$ cat src/rtl/expr_pkg.sv
// expr_pkg: shared token encodings, ASCII constants and FSM states for expr_emit
package expr_pkg;
  localparam logic [1:0] TK_DIGIT = 2'b00;
  localparam logic [1:0] TK_PLUS  = 2'b01;
  localparam logic [1:0] TK_MUL   = 2'b10;
  localparam logic [1:0] TK_END   = 2'b11;
  localparam logic [7:0] CH_0     = 8'h30;
  localparam logic [7:0] CH_PLUS  = 8'h2B;
  localparam logic [7:0] CH_MUL   = 8'h2A;
  typedef enum logic [2:0] {IDLE, START, EXP_D, EXP_O, ERR} state_t;
endpackage

$ cat src/rtl/expr_tok_check.sv
// expr_tok_check: grammar check for one accepted token
// Ports: i_state/i_kind/i_val/i_len in; o_next next state, o_emit/o_char char to send,
// o_is_err error flag (for an end token: the err value to report at done).
module expr_tok_check
  import expr_pkg::*;
#(
  parameter int MAX_LEN = 16,
  parameter int LEN_W   = 5
) (
  input  state_t             i_state,
  input  logic [1:0]         i_kind,
  input  logic [3:0]         i_val,
  input  logic [LEN_W-1:0]   i_len,
  output state_t             o_next,
  output logic               o_emit,
  output logic [7:0]         o_char,
  output logic               o_is_err
);
  logic w_full;
  assign w_full = i_len >= LEN_W'(MAX_LEN);
  always_comb begin
    o_next   = i_state;
    o_emit   = 1'b0;
    o_char   = 8'h00;
    o_is_err = 1'b0;
    if (i_kind == TK_END) begin
      o_next   = IDLE;
      o_is_err = i_state != EXP_O;
    end else if (i_state == EXP_D && i_kind == TK_DIGIT && i_val <= 4'd9 && !w_full) begin
      o_next = EXP_O;
      o_emit = 1'b1;
      o_char = CH_0 + {4'h0, i_val};
    end else if (i_state == EXP_O && i_kind != TK_DIGIT && !w_full) begin
      o_next = EXP_D;
      o_emit = 1'b1;
      o_char = i_kind == TK_PLUS ? CH_PLUS : CH_MUL;
    end else begin
      o_next   = ERR;
      o_is_err = 1'b1;
    end
  end
endmodule

$ cat src/rtl/expr_emit.sv
// expr_emit: token-to-ASCII transmitter feeding the expr recognizer
// Ports: clk, clr (async active-low reset); tok_valid/tok_ready/tok_kind/tok_val token in;
// out/out_valid char out, frame_clr pre-expression clear, done/err status, len chars emitted.
module expr_emit
  import expr_pkg::*;
#(
  parameter int MAX_LEN = 16,
  parameter int LEN_W   = 5
) (
  input  logic             clk,
  input  logic             clr,
  input  logic             tok_valid,
  output logic             tok_ready,
  input  logic [1:0]       tok_kind,
  input  logic [3:0]       tok_val,
  output logic [7:0]       out,
  output logic             out_valid,
  output logic             frame_clr,
  output logic             done,
  output logic             err,
  output logic [LEN_W-1:0] len
);
  state_t           r_state;
  logic [7:0]       r_out;
  logic             r_out_valid, r_frame_clr, r_done, r_err;
  logic [LEN_W-1:0] r_len;
  state_t           w_next;
  logic             w_emit, w_is_err, w_xfer, w_end;
  logic [7:0]       w_char;
  expr_tok_check #(.MAX_LEN(MAX_LEN), .LEN_W(LEN_W)) u_chk (
    .i_state(r_state), .i_kind(tok_kind), .i_val(tok_val), .i_len(r_len),
    .o_next(w_next), .o_emit(w_emit), .o_char(w_char), .o_is_err(w_is_err)
  );
  assign tok_ready = r_state == EXP_D || r_state == EXP_O || r_state == ERR;
  assign w_xfer    = tok_valid && tok_ready;
  assign w_end     = w_xfer && tok_kind == TK_END;
  always_ff @(posedge clk or negedge clr) begin
    if (!clr) begin
      r_state     <= IDLE;
      r_out       <= 8'h00;
      r_out_valid <= 1'b0;
      r_frame_clr <= 1'b0;
      r_done      <= 1'b0;
      r_err       <= 1'b0;
      r_len       <= '0;
    end else begin
      r_out_valid <= w_xfer && w_emit;
      r_out       <= (w_xfer && w_emit) ? w_char : 8'h00;
      r_done      <= w_end;
      r_frame_clr <= r_state == IDLE && tok_valid;
      r_err       <= r_state == START ? 1'b0 : w_end ? w_is_err : r_err;
      r_len       <= r_state == START ? '0 : (w_xfer && w_emit) ? r_len + LEN_W'(1) : r_len;
      r_state     <= r_state == IDLE ? (tok_valid ? START : IDLE) :
                     r_state == START ? EXP_D : w_xfer ? w_next : r_state;
    end
  end
  assign out       = r_out;
  assign out_valid = r_out_valid;
  assign frame_clr = r_frame_clr;
  assign done      = r_done;
  assign err       = r_err;
  assign len       = r_len;
endmodule

$ cat config.mk
export PLATFORM = sky130hd
export DESIGN_NAME = expr_emit
export DESIGN_NICKNAME = d
export VERILOG_FILES = /design/src/rtl/expr_pkg.sv /design/src/rtl/expr_tok_check.sv /design/src/rtl/expr_emit.sv
export SDC_FILE = /design/constraint.sdc
export NUM_CORES = 1
export LEC_CHECK = 0
export ABC_AREA = 1
export CAP_MARGIN = 20
export CORE_UTILIZATION = 40
export CTS_CLUSTER_DIAMETER = 150
export DETAILED_ROUTE_END_ITERATION = 12
export GPL_TIMING_DRIVEN = 0
export PLACE_DENSITY = 0.71
export SLEW_MARGIN = 20
export SYNTH_ARGS = -nofsm -noshare
export SYNTH_HDL_FRONTEND = slang
export SYNTH_SLANG_ARGS = --single-unit
$ cat constraint.sdc
create_clock -name clk -period 1.57 [get_ports clk]
set_input_delay 0.3925 -clock clk [delete_from_list [all_inputs] [get_ports clk]]
set_output_delay 0.3925 -clock clk [all_outputs]
set_load 0.02 [all_outputs]
==> results.toml, run 1 <==
[synth]
synth_area_per_cell_sq_um = 8.65
yosysTopAreaCell = "dfrtp_1"
synth-edff-count = 0
synthesis.area_sq_um = 900
synthCells = 104
yosys-top-cells-area = "dfrtp_1, nand2_1, nand3_1, inv_1, nor2_1"
yosys_warnings = 0
yosysSeqAreaShare_pct = 50.1
synth_seq_cells = 18
synth_top_area_share_pct = 50.1
ys_types = 23
ys_async_sr_fraction_pct = 100
synthFlopType = "dfrtp_1"

[routing]
vias_per_cell = 4.85
final_antenna_net_count = 0
drt_wl_total_microns = 1910
first_iter_violations = 20
route.vias.total = 801
drc = 0
dr.pass1.iters = 4
routedWlPerCell_microns = 11.6

[grt]
grt_start_max_net_pins = 19
grt_pass1_wl_microns = 2840
grt_pass1_vias = 679
antenna_found_initial = 0
grtUsageTotal_pct = 15.1
grt_overflow = 0

[clock_network]
path_clk_slew_ns = 0.10
cts_buffers = 3
cts_root_buffer = "clkbuf_4"
cts_num_sinks = 18
cts_tree = "yes"
cts_buffer_depth = 2
h-tree-depth = 1
insertion_delay_ns = 0.29

[sta]
timing.final.crit_share_pct = 98.1
finClkSkew_ns = 0.00347
tns_ns = 0
hold_slack_ns = 0.483
timing.fmax_mhz = 649
fin_ws_ns = 0.0303
slew_headroom_pct = 48.3
maxSlewViolCount = 0
setup_viol = 0
grt_setup_unrepaired = "true"
finalCriticalPeriod_ns = 1.54
worst_slew_pin_slew_ns = 0.774
finalHoldViolations = 0

[run_status]
run_status = "completed"

[power]
comb_power_share_pct = 7.5
power.switching_w = 0.000168
p_sw_share_pct = 22.5
internal-power_w = 0.000580
clkPwrFrac_pct = 30.2
p_total_w = 0.000749
max-vdd-ir-drop_mv = 0.389
leakage_nw = 0.759
seq_power_share_pct = 62.3
power_density_nw_per_um2 = 589

[floorplan]
dieArea_sq_um = 2440
core.rowCount = 16
start_util_pct = 44.1
core-area_sq_um = 2040
io_pins = 27
die_y_microns = 49.4
die-width_microns = 49.4

[hold_path]
hp-class = "in -> reg"
hold_depth = 3
hold_start = "tok_kind[0]"
min_to = "out[0]"

[placed_design]
dp_cells = 156
post-place-ws_ns = -0.280
gp_congestion = 0.781
place_hpwl_microns = 1250
portBuffers = 24

[worst_setup_path]
crit_arrival_ns = 1.73
critPathRequiredTime_ns = 1.76
crit_path_end_kind = "register"
start_kind = "primary input"
path_max_fanout = 10
reg2reg_depth = 8
r2r_end = "len[1]"
r2r_start = "r_state[1]"
critical_path_class = "in -> reg"
reg2reg_slack_ns = 0.10

[finish]
drive_above_1_share_pct = 21.0
syn_to_final_growth_pct = 41.3
antenna-diode-count = 0
layoutNonFillerInstCount = 165
nFillCells = 190
nets = 151

[flow_run]
maxCapViolations = 0
## Yosys cell counts, types with 2 or more instances
library cell	instances
o21ai_0	5
a21oi_1	2
dfrtp_1	18
inv_1	16
nand3_1	12
buf_4	2
ha_1	2
nand2_1	20
nand3_2	2
xor2_1	3
nand4_1	2
nor2_1	9
## stage by stage
step | area, sq um | utilization [%]
after CTS | 1190 | 58.1
after global routing | 1270 | 62.3
after floorplan | 903 | -
final | 1270 | 62.3
after detailed placement | 1180 | 57.7
after global placement | 1180 | 57.7
## registers in the layout (all words and copies together), names as in the netlist
name and cells:
err 1, len 5, out_valid 1, out 6, r_state 3, frame_clr 1
done 1
## area by class of cell
class / instances / area [sq um] / area share (%)
sequential: 18 / 452 / 35.5
multi-input combinational: 66 / 385 / 30.3
timing repair buffer: 30 / 283 / 22.2
inverter: 17 / 63.8 / 5.02
tap: 27 / 33.8 / 2.66
buffer: 4 / 31.3 / 2.46
clock buffer: 3 / 22.5 / 1.77
## logic make-up after synthesis
| group | after synthesis | share of synthesized area [%] |
|---|---|---|
| other | 1 | 0.417 |
| adder cells (fa/ha/maj) | 2 | 2.78 |
| AO/OA/AOI/OAI | 10 | 7.51 |
| AND/OR/NAND/NOR | 49 | 25.7 |
| flip-flops | 18 | 50.1 |
| XOR/XNOR | 3 | 2.92 |
| buffers and inverters | 21 | 10.6 |
## worst max-delay path by stage
stage	from	endpoint	slack [ns]
2_1_floorplan	r_state[1]	err	0.22
3_3_place_gp	tok_kind[1]	len[3]	-0.27
3_5_place_dp	tok_kind[0]	len[3]	-0.28
4_1_cts	r_state[1]	tok_ready	0.008
5_1_grt	r_state[1]	tok_ready	-0.01
6_report	tok_kind[1]	len[1]	0.03
## what timing repair did
item	4_1_cts	5_1_grt
resized for setup	25	7
pin swaps	0	1
hold buffers	0	0
endpoints found under the setup margin	16	7
setup buffers	0	6
## power groups by stage
stage,registers [W],clock network [W],logic (W)
after floorplan,0.000475,0,0.0000157
after global placement,0.000476,0,0.0000483
after detailed placement,0.000476,0,0.0000488
after CTS,0.000467,0.000229,0.0000494
after global routing,0.000467,0.000259,0.0000607
final,0.000466,0.000226,0.0000561
## critical path, stage by stage
cell	delay [ns]
clkdlybuf4s50_1	0.48
inv_2	0.09
nand2_1	0.08
nor2_2	0.11
nand3_2	0.11
nand2_2	0.10
nand3_2	0.09
buf_6	0.16
nand3_1	0.07
nand2_1	0.06
## layout by cell type (no fill, tap or decap), types with 2 or more instances in the layout
master           count
buf_4                7
conb_1               2
nand3_1             11
nand2_4              2
ha_1                 2
clkdlybuf4s50_1      7
buf_6                2
dlygate4sd2_1       15
nand3_2              2
nand2_1             19
nor2_1               8
dfrtp_1             17
o21ai_0              5
a21oi_1              2
inv_2                4
inv_1               13
clkbuf_4             3
nand4_1              2
xor2_1               3
## per-layer routing
| metal | track usage, % | up-vias | share of wire [%] |
|---|---|---|---|
| li1 | - | 390 | - |
| met1 | 19.3 | 374 | 45 |
| met2 | 24.2 | 29 | 48 |
| met3 | 3.12 | 8 | 4.8 |
| met4 | 7.14 | 0 | 2.3 |
| met5 | 0 | - | 0 |
No activity file was read; power rests on OpenSTA's default activity.
==> inputs of run 2 (changes only) <==
CORE_UTILIZATION = 45   (was 40)
PLACE_DENSITY = 0.78   (was 0.71)
==> run 2 against run 1 <==
Against the previous run:
- cell count unchanged
- sequential cell count unchanged
- clock-buffer cell count grew 1
- first-iteration DRC count is 15% higher
- combinational power decreased by 2%
- clock power rose by 27%
- critical path depth decreased by 6
- global-route usage grew 5.7 points
- fmax is 0.64% higher
- wire length increased by 9.0%
- sequential share of layout area down 0.31 points
- critical path type is now reg -> out
==> results.toml, run 2 (same netlist as run 1, synthesis figures left out) <==
[hold_path]
hp-class = "in -> reg"

[grt]
grtUsageTotal_pct = 20.8
grt_overflow = 0
grt_start_max_net_pins = 19
grt_pass1_wl_microns = 3120
antenna_found_initial = 0
grt_pass1_vias = 718

[routing]
dr.pass1.iters = 5
route.vias.total = 812
first_iter_violations = 23
routedWlPerCell_microns = 12.6
vias_per_cell = 4.92
final_antenna_net_count = 0
drt_wl_total_microns = 2080
drc = 0

[finish]
layoutNonFillerInstCount = 165
drive_above_1_share_pct = 21.4
layout_commonest_cell = "nand2_1"
nets = 152
largest_reg_flops = 6
nFillCells = 144
mostFrequentLayoutCells = "nand2_1, dfrtp_1, dlygate4sd2_1"
antenna-diode-count = 0
syn_to_final_growth_pct = 42.1

[clock_network]
cts_tree = "yes"
insertion_delay_ns = 0.29
cts_num_sinks = 18
cts_buffers = 3
cts_buffer_depth = 2
h-tree-depth = 1
cts_root_buffer = "clkbuf_4"
path_clk_slew_ns = 0.10
cts_hold_buf = 0

[floorplan]
die-width_microns = 46.7
start_util_pct = 49.9
core-area_sq_um = 1800
die_y_microns = 46.7
core.rowCount = 15
dieArea_sq_um = 2180
io_pins = 27

[power]
comb_power_share_pct = 6.8
max-vdd-ir-drop_mv = 0.464
internal-power_w = 0.000632
power.switching_w = 0.000175
clkPwrFrac_pct = 35.4
power_density_nw_per_um2 = 631
seq_power_share_pct = 57.8
p_sw_share_pct = 21.7
leakage_nw = 0.777

[worst_setup_path]
critPathRequiredTime_ns = 1.18
path_cells = "inv_2 > nand3_4 > nand2_4 > buf_6"
crit_slowest_cell = "dfrtp_1"
cpPeakStageDelay_ns = 0.43
crit_buf_inv = 2
critPathTopFamily = "flip-flops"
crit_arrival_ns = 1.14
crit_path_end_kind = "primary output"
start_kind = "register"
path_max_fanout = 5
critical_path_class = "reg -> out"

[placed_design]
gp_congestion = 0.896
dp_cells = 154
place_hpwl_microns = 1350
portBuffers = 24
post-place-ws_ns = -0.274

[sta]
fin_ws_ns = 0.0400
slew_headroom_pct = 47.5
maxSlewViolCount = 0
setup_viol = 0
finalCriticalPeriod_ns = 1.53
worst_slew_pin_slew_ns = 0.784
timing.final.crit_share_pct = 97.5
timing.fmax_mhz = 654
tns_ns = 0
finalHoldViolations = 0
finClkSkew_ns = 0.00464

[flow_run]
maxCapViolations = 0

[run_status]
run_status = "completed"
run 2: changes by cell type in the layout (fill, tap and decap cells not counted), sizes merged:
cell / delta
buf: +1
clkbuf: +1
clkdlybuf4s50: -1
dlymetal6s2s: +1
run 2: power groups by stage:
stage	Combinational (W)	Sequential [W]	Clock, W
floorplan	0.0000157	0.000475	0
global placement	0.0000481	0.000476	0
detailed placement	0.0000483	0.000476	0
CTS	0.0000533	0.000466	0.000288
global route	0.0000609	0.000466	0.000312
finish	0.0000549	0.000466	0.000286
run 2: worst paths after layout:
| path | depth (start not counted) | slack [ns] | to | from |
|---|---|---|---|---|
| worst max-delay path | 4 | 0.04 | tok_ready | r_state[1] |
| worst min-delay path | 3 | 0.46 | out[0] | tok_kind[0] |
| worst max register to register | 8 | 0.07 | len[2] | r_state[1] |
| worst min register to register | 2 | 0.52 | err | err |
| max in group asynchronous | 1 | 0.54 | len[2] | clr |
| min in group asynchronous | 1 | 0.54 | out[2] | clr |
run 2: metrics by stage:
step | hold slack (ns) | area, sq um | total power, W | utilization [%]
after floorplan | 0.0969 | 903 | 0.000491 | -
after global placement | 0.501 | 1170 | 0.000524 | 65.2
after detailed placement | 0.509 | 1170 | 0.000524 | 65.2
after CTS | 0.521 | 1210 | 0.000807 | 67.3
after global routing | 0.477 | 1280 | 0.000839 | 71.0
final | 0.456 | 1280 | 0.000806 | 71.0
run 2: worst reg2reg max path, delay by kind of cell, from the launching register on:
kind                   cells  cell delay, ns
and+or+nand+nor            4            0.34
AOI/OAI and AO/OA          1            0.19
DFF                        1            0.43
buffers and inverters      3            0.44
run 2: area by class of cell:
class                   instances  area [sq um]  area share [%]
multi-input cells              66           385            30.1
clock buffers                   4          36.3            2.84
repair buffers                 31           280            21.9
flip-flops and latches         18           450            35.2
inverters                      17          63.8            4.99
plain buffers                   4          31.3            2.45
well taps                      25          31.3            2.45
run 2: timing repair:
| item | 4_1_cts | 5_1_grt |
|---|---|---|
| setup buffers | 1 | 6 |
| setup endpoints to repair | 16 | 10 |
| endpoints found under the hold margin | 0 | 0 |
| pin swaps | 0 | 3 |
| gates resized for setup | 24 | 8 |
run 2: metal layers:
| layer | up-vias | GRT usage (%) | wire, microns |
|---|---|---|---|
| met4 | 0 | 9.14 | 63 |
| met5 | - | 0 | 0 |
| met3 | 8 | 4.71 | 164 |
| met2 | 42 | 36.4 | 983 |
| met1 | 367 | 24.1 | 867 |
| li1 | 395 | - | - |
